===== config.mk =====
export PLATFORM = sky130hd
export DESIGN_NAME = received_num_tx_formatter
export DESIGN_NICKNAME = d
export VERILOG_FILES = /design/src/rtl/received_num_tx_formatter.sv
export SDC_FILE = /design/constraint.sdc
export NUM_CORES = 1
export LEC_CHECK = 0
export ABC_AREA = 0
export CAP_MARGIN = 0
export CORE_MARGIN = 2
export CORE_UTILIZATION = 43
export DETAILED_ROUTE_END_ITERATION = 8
export HOLD_SLACK_MARGIN = 0.1
export PLACE_DENSITY = 0.71
export SYNTH_ARGS = -nofsm -noshare
export SYNTH_HDL_FRONTEND = slang
export SYNTH_SLANG_ARGS = --single-unit

===== constraint.sdc =====
create_clock -name clk -period 2.3 [get_ports clk]
set_input_delay 0.69 -clock clk [delete_from_list [all_inputs] [get_ports clk]]
set_output_delay 0.69 -clock clk [all_outputs]
set_load 0.05 [all_outputs]

===== src/rtl/received_num_tx_formatter.sv =====
// Serialises captured {address, data} words into MSG_ID/FLAGS/ADDR/DATA byte messages for the UART.
// Optional feature macro: RX_NUM_TX_CHECKSUM_EN appends a zero-sum checksum byte.
module received_num_tx_formatter #(
    parameter int unsigned ADDR_WIDTH = 8,
    parameter int unsigned DATA_WIDTH = 16,
    parameter logic [7:0]  MSG_ID     = 8'h03
) (
    input  logic                             clk,
    input  logic                             n_reset,
    input  logic [ADDR_WIDTH+DATA_WIDTH-1:0] in_packet,
    input  logic                             in_valid,
    input  logic                             in_overrun,
    output logic                             in_ack,
    output logic [7:0]                       tx_data,
    output logic                             tx_valid,
    input  logic                             tx_ready,
    output logic                             busy
);
    localparam int unsigned PKT_W      = ADDR_WIDTH + DATA_WIDTH;
    localparam int unsigned ADDR_BYTES = (ADDR_WIDTH + 32'd7) / 32'd8;
    localparam int unsigned DATA_BYTES = (DATA_WIDTH + 32'd7) / 32'd8;
    localparam int unsigned ADDR_EXT_W = ADDR_BYTES * 32'd8;
    localparam int unsigned DATA_EXT_W = DATA_BYTES * 32'd8;
    localparam logic [2:0]  ADDR_TOP   = 3'(ADDR_BYTES - 32'd1);
    localparam logic [2:0]  DATA_TOP   = 3'(DATA_BYTES - 32'd1);

    typedef enum logic [2:0] {
        ST_IDLE  = 3'd0,
        ST_HDR   = 3'd1,
        ST_FLAGS = 3'd2,
        ST_ADDR  = 3'd3,
        ST_DATA  = 3'd4
`ifdef RX_NUM_TX_CHECKSUM_EN
        ,
        ST_CSUM  = 3'd5
`endif
    } state_t;

    function automatic logic [7:0] addr_byte(input logic [ADDR_EXT_W-1:0] v, input logic [2:0] idx);
        logic [ADDR_EXT_W-1:0] sh;
        sh = v >> {idx, 3'b000};
        return sh[7:0];
    endfunction

    function automatic logic [7:0] data_byte(input logic [DATA_EXT_W-1:0] v, input logic [2:0] idx);
        logic [DATA_EXT_W-1:0] sh;
        sh = v >> {idx, 3'b000};
        return sh[7:0];
    endfunction

    state_t                  state_q, state_d;
    logic [2:0]              idx_q, idx_d;
    logic [PKT_W-1:0]        pkt_q, pkt_d;
    logic                    ovr_q, ovr_d;
    logic [7:0]              tx_data_q, tx_data_d;
    logic                    tx_valid_q, tx_valid_d;
    logic                    in_ack_q, in_ack_d;
    logic                    busy_q;
    logic                    xfer_s;
    logic [ADDR_EXT_W-1:0]   addr_ext_s;
    logic [DATA_EXT_W-1:0]   data_ext_s;
`ifdef RX_NUM_TX_CHECKSUM_EN
    logic [7:0]              csum_q, csum_d;
`endif

    assign xfer_s = tx_valid_q & tx_ready;

    // Zero-extend the captured fields to whole bytes at the MSB end
    always_comb begin
        addr_ext_s                   = '0;
        data_ext_s                   = '0;
        addr_ext_s[ADDR_WIDTH-1:0]   = pkt_q[PKT_W-1 -: ADDR_WIDTH];
        data_ext_s[DATA_WIDTH-1:0]   = pkt_q[DATA_WIDTH-1:0];
    end

    // Next-state logic: each state presents one byte and loads the next only on a transfer
    always_comb begin
        state_d    = state_q;
        idx_d      = idx_q;
        pkt_d      = pkt_q;
        ovr_d      = ovr_q;
        tx_data_d  = tx_data_q;
        tx_valid_d = tx_valid_q;
        in_ack_d   = 1'b0;
        case (state_q)
            ST_IDLE: begin
                if (in_valid) begin
                    pkt_d      = in_packet;
                    ovr_d      = in_overrun;
                    in_ack_d   = 1'b1;
                    tx_valid_d = 1'b1;
                    tx_data_d  = MSG_ID;
                    state_d    = ST_HDR;
                end else begin
                    tx_valid_d = 1'b0;
                end
            end
            ST_HDR: begin
                if (xfer_s) begin
                    tx_data_d = {7'd0, ovr_q};
                    state_d   = ST_FLAGS;
                end else begin
                    state_d   = ST_HDR;
                end
            end
            ST_FLAGS: begin
                if (xfer_s) begin
                    tx_data_d = addr_byte(addr_ext_s, ADDR_TOP);
                    idx_d     = ADDR_TOP;
                    state_d   = ST_ADDR;
                end else begin
                    state_d   = ST_FLAGS;
                end
            end
            ST_ADDR: begin
                if (!xfer_s) begin
                    state_d = ST_ADDR;
                end else if (idx_q == 3'd0) begin
                    tx_data_d = data_byte(data_ext_s, DATA_TOP);
                    idx_d     = DATA_TOP;
                    state_d   = ST_DATA;
                end else begin
                    tx_data_d = addr_byte(addr_ext_s, idx_q - 3'd1);
                    idx_d     = idx_q - 3'd1;
                end
            end
            ST_DATA: begin
                if (!xfer_s) begin
                    state_d = ST_DATA;
                end else if (idx_q == 3'd0) begin
`ifdef RX_NUM_TX_CHECKSUM_EN
                    // Byte on the wire now is not yet in the accumulator
                    tx_data_d  = 8'h00 - (csum_q + tx_data_q);
                    state_d    = ST_CSUM;
`else
                    tx_data_d  = 8'h00;
                    tx_valid_d = 1'b0;
                    state_d    = ST_IDLE;
`endif
                end else begin
                    tx_data_d = data_byte(data_ext_s, idx_q - 3'd1);
                    idx_d     = idx_q - 3'd1;
                end
            end
`ifdef RX_NUM_TX_CHECKSUM_EN
            ST_CSUM: begin
                if (xfer_s) begin
                    tx_data_d  = 8'h00;
                    tx_valid_d = 1'b0;
                    state_d    = ST_IDLE;
                end else begin
                    state_d    = ST_CSUM;
                end
            end
`endif
            default: begin
                state_d    = ST_IDLE;
                tx_valid_d = 1'b0;
                tx_data_d  = 8'h00;
            end
        endcase
    end

`ifdef RX_NUM_TX_CHECKSUM_EN
    // Running mod-256 sum of transferred bytes, cleared at capture
    always_comb begin
        if ((state_q == ST_IDLE) && in_valid) begin
            csum_d = 8'h00;
        end else if (xfer_s) begin
            csum_d = csum_q + tx_data_q;
        end else begin
            csum_d = csum_q;
        end
    end

    // Checksum accumulator register
    always_ff @(posedge clk or negedge n_reset) begin
        if (!n_reset) begin
            csum_q <= 8'h00;
        end else begin
            csum_q <= csum_d;
        end
    end
`endif

    // State, capture and output registers; reset aborts any message in flight
    always_ff @(posedge clk or negedge n_reset) begin
        if (!n_reset) begin
            state_q    <= ST_IDLE;
            idx_q      <= 3'd0;
            pkt_q      <= '0;
            ovr_q      <= 1'b0;
            tx_data_q  <= 8'h00;
            tx_valid_q <= 1'b0;
            in_ack_q   <= 1'b0;
            busy_q     <= 1'b0;
        end else begin
            state_q    <= state_d;
            idx_q      <= idx_d;
            pkt_q      <= pkt_d;
            ovr_q      <= ovr_d;
            tx_data_q  <= tx_data_d;
            tx_valid_q <= tx_valid_d;
            in_ack_q   <= in_ack_d;
            busy_q     <= (state_d != ST_IDLE);
        end
    end

    assign in_ack   = in_ack_q;
    assign tx_data  = tx_data_q;
    assign tx_valid = tx_valid_q;
    assign busy     = busy_q;

endmodule


After elaboration in Yosys (flattened, before gate mapping)
Cells that the tools add are included.
- latch bits: 0
- bits in read-only memories: 0
- memory bits (writable): 0
- output and inout bits: 11
- logic and storage cells: 60
- flip-flop bits (word level): 42
- memories: 0
- input port bits: 29
- multipliers: 0
- $lt $le $gt $ge: 0
- equal/unequal tests: 11
- div/mod/pow operators: 0
- shift-type cells: 2
- multiplexer cells: 27
- reductions and logical operators: 9
- bitwise gates (word level): 2
- $add $sub $neg: 1
- operator list (operator ; number):
    8-bit two-way mux ; 7
    8-bit case mux with 5 select lines ; 1
    3-bit two-way mux ; 10
    16-bit by 6-bit >> shifter with 8-bit output ; 1
    3-bit case mux with 5 select lines ; 1
    2-bit != test, second input constant ; 7
    5-bit AND reduction ; 2
    3-bit case mux with 3 select lines ; 1
    8-bit by 6-bit >> shifter with 8-bit output ; 1
    3-bit by 2-bit equality test with 1-bit output, second input constant ; 2
    3-bit zero test ; 2
    3-bit nonzero test ; 2
    1-bit two-way mux ; 5
    3-bit by 1-bit equality test with 1-bit output, second input constant ; 1
    3-bit equality test, second input constant ; 1
    1-bit case mux with 3 select lines ; 1
    3-bit AND reduction ; 1
    3-bit OR reduction ; 1
    3-bit by 1-bit subtractor with 3-bit output, second input constant ; 1
    2-bit two-way mux ; 1
    2-bit AND reduction ; 1
    1-bit bitwise AND ; 1
    1-bit inverter ; 1

Depth between registers and ports, before layout
Gate-level depths: netlist of run 1.
- depth after elaboration: 5
- mapped depth: 10
- gate-level depth less buffers: 7

Worst setup path before layout of run 1
OpenSTA, ideal clock, no wires.
- kind: register -> register
- start: register idx_q[0]
- end: register tx_data_q[2] (netlist: tx_data[2])
- setup time: 0.078 ns
- required time: 2.222 ns
- path buffers: 3
- slack: -0.255 ns
- cell stages (with the launch flop): 11
- arrival: 2.477 ns
- clock period less this slack: 2.555 ns
- cell sequence: dfrtp_1 -> clkbuf_1 -> inv_1 -> ha_1 -> ha_1 -> buf_6 -> or4b_1 -> buf_2 -> o32ai_4 -> a222oi_1 -> o2bb2ai_1
- word-level cells in the longest chain between the ends: 5
- elaborated cells on any way between the ends: 9
- classes of those cells: add/sub (1); shift (2); mux (5); reduce/logical (1)
- RTL lines (element ; line ; text):
    start: declaration ; 52 ; logic [2:0] idx_q, idx_d;
    start signal: assignment ; 199 ; idx_q <= idx_d;
    3-bit by 1-bit subtractor with 3-bit output ; 123, 141 ;
    16-bit by 6-bit >> shifter with 8-bit output or 8-bit by 6-bit >> shifter with 8-bit output (tied branches) ; 47, 41 ;
    8-bit two-way mux, on equally long branches ; 130, 118 ;
    8-bit two-way mux, on equally long branches ; 128, 116 ;
    8-bit case mux with 5 select lines * ; 85 ; case (state_q)
    end signal: assignment ; 202 ; tx_data_q <= tx_data_d;
    end: declaration ; 55 ; logic [7:0] tx_data_q, tx_data_d;
Every way passes the cells marked *; elsewhere a longest branch is shown, timed or not. The select of a mux whose other input is x is not followed.
A chain may end at the register's enable or synchronous reset.

Worst setup path in the final report of run 1
- start: register tx_data_q[5] (netlist: tx_data[5])
- end: output port tx_data[5]
- RTL lines (element ; line ; text):
    end: declaration ; 14 ; output logic [7:0] tx_data,
No word-level cell between the ends.

==> key figures, run 1 <==
Floorplan
  – Die ar.: 0.00513 sq mm
  – Die width: 71.6 um
  – Starting Density: 44.8%
  – Core Area: 0.00438 sq mm
  – Row count: 24
  – Die Span Y: 71.6 um
  – Top Ports: 40

STA
  – Setup_tns: 0 ns
  – Final max-slew violation count: 0
  – Setup violations, final: 0
  – Max Clk Rate: 0.454 GHz
  – Unrepaired setup endpoints after global routing: no
  – Tightest Pin Transition: 0.522 ns
  – Slew headroom: 65.2%
  – Clock Skew: 0.0110 ns
  – Tcrit/Tclk final: 95.7%
  – Hold Fails Final Rpt: 0
  – Minimum clock period: 2.20 ns

Worst setup path
  – Worst-path cell chain: clkdlybuf4s50_1
  – CP Capture Type: output port
  – CP top delay family: buffers and inverters
  – Critical path class: register to output port
  – Crit-path max FO: 2
  – Crit path largest cell delay: 0.82 ns
  – CP Launch Point: tx_data[5]$_DFFE_PN0P_
  – Crit path launch type: register
  – CP required: 1.61 ns
  – Worst path bufs/invs: 1
  – FF-to-FF Start: idx_q[0]$_DFFE_PN0P_
  – Slowest-stage cell, CP: clkdlybuf4s50_1
  – WP data arrival: 1.51 ns

Place
  – Hpwl dp: 3330 um
  – Dpl cells: 259
  – Final GP Congestion: 0.875
  – Port bufs: 39

Layout
  – NumNets Final: 246
  – ANT cells: 0
  – Layout cell share with drive strength beyond 1: 24.7%
  – Fin cells: 267
  – Final core occ: 59.9%
  – Filler cells: 347
  – Synth-to-Final Area Change: 33.6%

Synth
  – Register area share after synthesis: 53.5%
  – Number of synthesized flops with an enable pin: 0
  – Avg Synthesized Cell Area: 11.9 sq um
  – Number of synthesized register bits: 42
  – Distinct cells, synth: 36
  – Net Count, Synth: 197
  – Ys flop type: dfrtp_1
  – Post-synth top cells: dfrtp_1, mux2_2, inv_1, nand2_1, a21oi_1
  – Mapped Area: 0.00197 sq mm
  – Synth area leaders: dfrtp_1, mux2_2, a222oi_1, o2bb2ai_1, a21oi_1
  – Synth area leader: dfrtp_1
  – Yosys warning count: 0
  – Most numerous cell in the Yosys netlist: dfrtp_1
  – Synth async-reset ratio: 100%
  – Share of the synthesized area in the top cell type: 53.5%
  – Mapped Cells: 165

Pwr
  – Pwr per Cell Area: 1410 mW/mm^2
  – Clock power share: 19.5%
  – IR drop worst, VDD: 0.568 mV
  – Cell internal pwr: 2300 uW
  – Reg power frac: 35.2%
  – Logic pwr share: 45.2%
  – Net Sw Frac: 37.9%
  – Lkg Pwr: 0.00109 uW
  – Sw power: 1400 uW

Detailed routing
  – DRT Wirelength: 4440 um
  – Detail Route Antenna Nets: 0
  – DRC viols: 0
  – DRT Pass-1 Iters: 4
  – Via/cell ratio: 5.80
  – Mean routed wirelength per cell: 16.6 um
  – 1st-iter DRT viols: 157
  – Detailed-route via count: 1,548

Global routing
  – Vias in the first global route: 1,602
  – Met1 GRT Util: 23.4%
  – Met2 Use GR: 32.8%
  – Initial antenna violation count: 0
  – Largest net degree at the start of global routing: 43
  – First-pass GRT wire length: 7600 um
  – GRT met3 Usage: 5.06%
  – Gr usage total: 19.4%
  – GRT busiest layer: met2
  – Total gr overflow: 0

Run
  – Max-Cap Viols: 0

Clock network
  – CTS tree: done
  – Root Driver: clkbuf_8
  – CTS sink cnt: 42
  – Clock tree buffer depth: 2
  – Post-CTS Setup Bufs: 0
  – Worst skew pair latency: 0.30 ns
  – CTS H-Tree Depth: 2
  – Clock buffer count from CTS: 5
  – CTS clk-pin slew, worst paths: 0.09 ns

Hold path
  – Hold WC Path Type: primary input to asynchronous set/reset pin

Run status
  – Status: complete, no violations
## layout make-up
| cell class | instances | area, sq um | share of cell area, % |
|---|---|---|---|
| Inverter | 10 | 37.5 | 1.43 |
| Multi-Input combinational cell | 104 | 845 | 32.2 |
| Clock inverter | 2 | 60.1 | 2.29 |
| Tap cell | 52 | 65.1 | 2.48 |
| Sequential cell | 42 | 1050 | 40.0 |
| Clock buffer | 6 | 82.6 | 3.14 |
| Timing Repair Buffer | 51 | 485 | 18.5 |
## logic make-up (layout without fill, tap and decap cells)
logic type,after synthesis,in the layout,synth area share [%]
buffers and inverters,19,69,4.33
AOI/OAI and AO/OA,45,45,17.5
and+or+nand+nor,29,29,7.58
DFF,42,42,53.5
adders and majority gates,3,3,1.91
muxes,26,26,14.8
xor gates and xnor gates,1,1,0.446
## layer usage
| metal | vias to the layer above | wire, um |
|---|---|---|
| met5 | - | 0 |
| li1 | 714 | - |
| met3 | 9 | 231 |
| met2 | 60 | 2290 |
| met1 | 765 | 1840 |
| met4 | 0 | 87 |
## registers in the layout, indices dropped and copies added, names as in the netlist
name      count
busy          1
idx_q         3
in_ack        1
ovr_q         1
pkt_q        24
state_q       3
tx_data       8
tx_valid      1
## stage by stage
step | total power (uW) | instance area, sq um | hold slack (ns) | setup WS, ns
5_1_grt | 3930 | 2630 | 0.500 | 0.0268
6_report | 3700 | 2630 | 0.442 | 0.0991
4_1_cts | 3700 | 2610 | 0.463 | 0.0231
3_3_place_gp | 2890 | 2470 | 0.467 | 0.190
2_1_floorplan | 2430 | 1980 | 0.394 | 0.00757
3_5_place_dp | 2980 | 2470 | 0.492 | 0.0898
## placed cells by master, fill, tap and decap left out, types with 3 or more instances in the layout
cell type         n
a21oi_1           8
dfrtp_1          42
a31oi_1           4
clkdlybuf4s50_1  37
nor3_1            5
nand2_1          10
o21ai_0           7
clkbuf_8          6
mux2_2           24
nor2_1            3
inv_1            10
o2bb2ai_1         6
nand3_1           4
a222oi_1          6
buf_4            12
## repair_timing
action	in CTS	in global routing
endpoints found under the setup margin	0	6
gates resized for setup	0	3
hold buffers	0	0
## power groups by stage
stage	registers (uW)	logic (uW)	clock network (uW)
2_1_floorplan	1440	993	0
3_3_place_gp	1310	1580	0
3_5_place_dp	1320	1660	0
4_1_cts	1310	1660	732
5_1_grt	1340	1830	758
6_report	1310	1680	723
## path summary, 6_finish.rpt
path / endpoint / slack, ns / depth (start not counted)
min in group clk: idx_q[1]$_DFFE_PN0P_ / 0.50 / 2
worst min register to register: idx_q[1]$_DFFE_PN0P_ / 0.50 / 2
worst max-delay path: tx_data[5] / 0.1 / 1
max in group asynchronous: state_q[2]$_DFF_PN0_ / 1.49 / 2
worst max register to register: tx_data[3]$_DFFE_PN0P_ / 0.12 / 7
worst min-delay path: tx_valid$_DFFE_PN0P_ / 0.44 / 2
(Power assumes the default switching activity.)
==> run 2, diff against run 1 <==
--- a/config.mk
+++ b/config.mk
@@ -12,6 +12,7 @@
 export DETAILED_ROUTE_END_ITERATION = 8
 export HOLD_SLACK_MARGIN = 0.1
 export PLACE_DENSITY = 0.71
+export SLEW_MARGIN = 20
 export SYNTH_ARGS = -nofsm -noshare
 export SYNTH_HDL_FRONTEND = slang
 export SYNTH_SLANG_ARGS = --single-unit
==> results of run 2 <==
The final DEF is identical to that of run 1; final timing and power are the same.
==> run 3, diff against run 2 <==
--- a/config.mk
+++ b/config.mk
@@ -10,6 +10,7 @@
 export CORE_MARGIN = 2
 export CORE_UTILIZATION = 43
 export DETAILED_ROUTE_END_ITERATION = 8
+export GPL_ROUTABILITY_DRIVEN = 1
 export HOLD_SLACK_MARGIN = 0.1
 export PLACE_DENSITY = 0.71
 export SLEW_MARGIN = 20
==> results of run 3 <==
The final DEF is identical to that of run 1; final timing and power are the same.
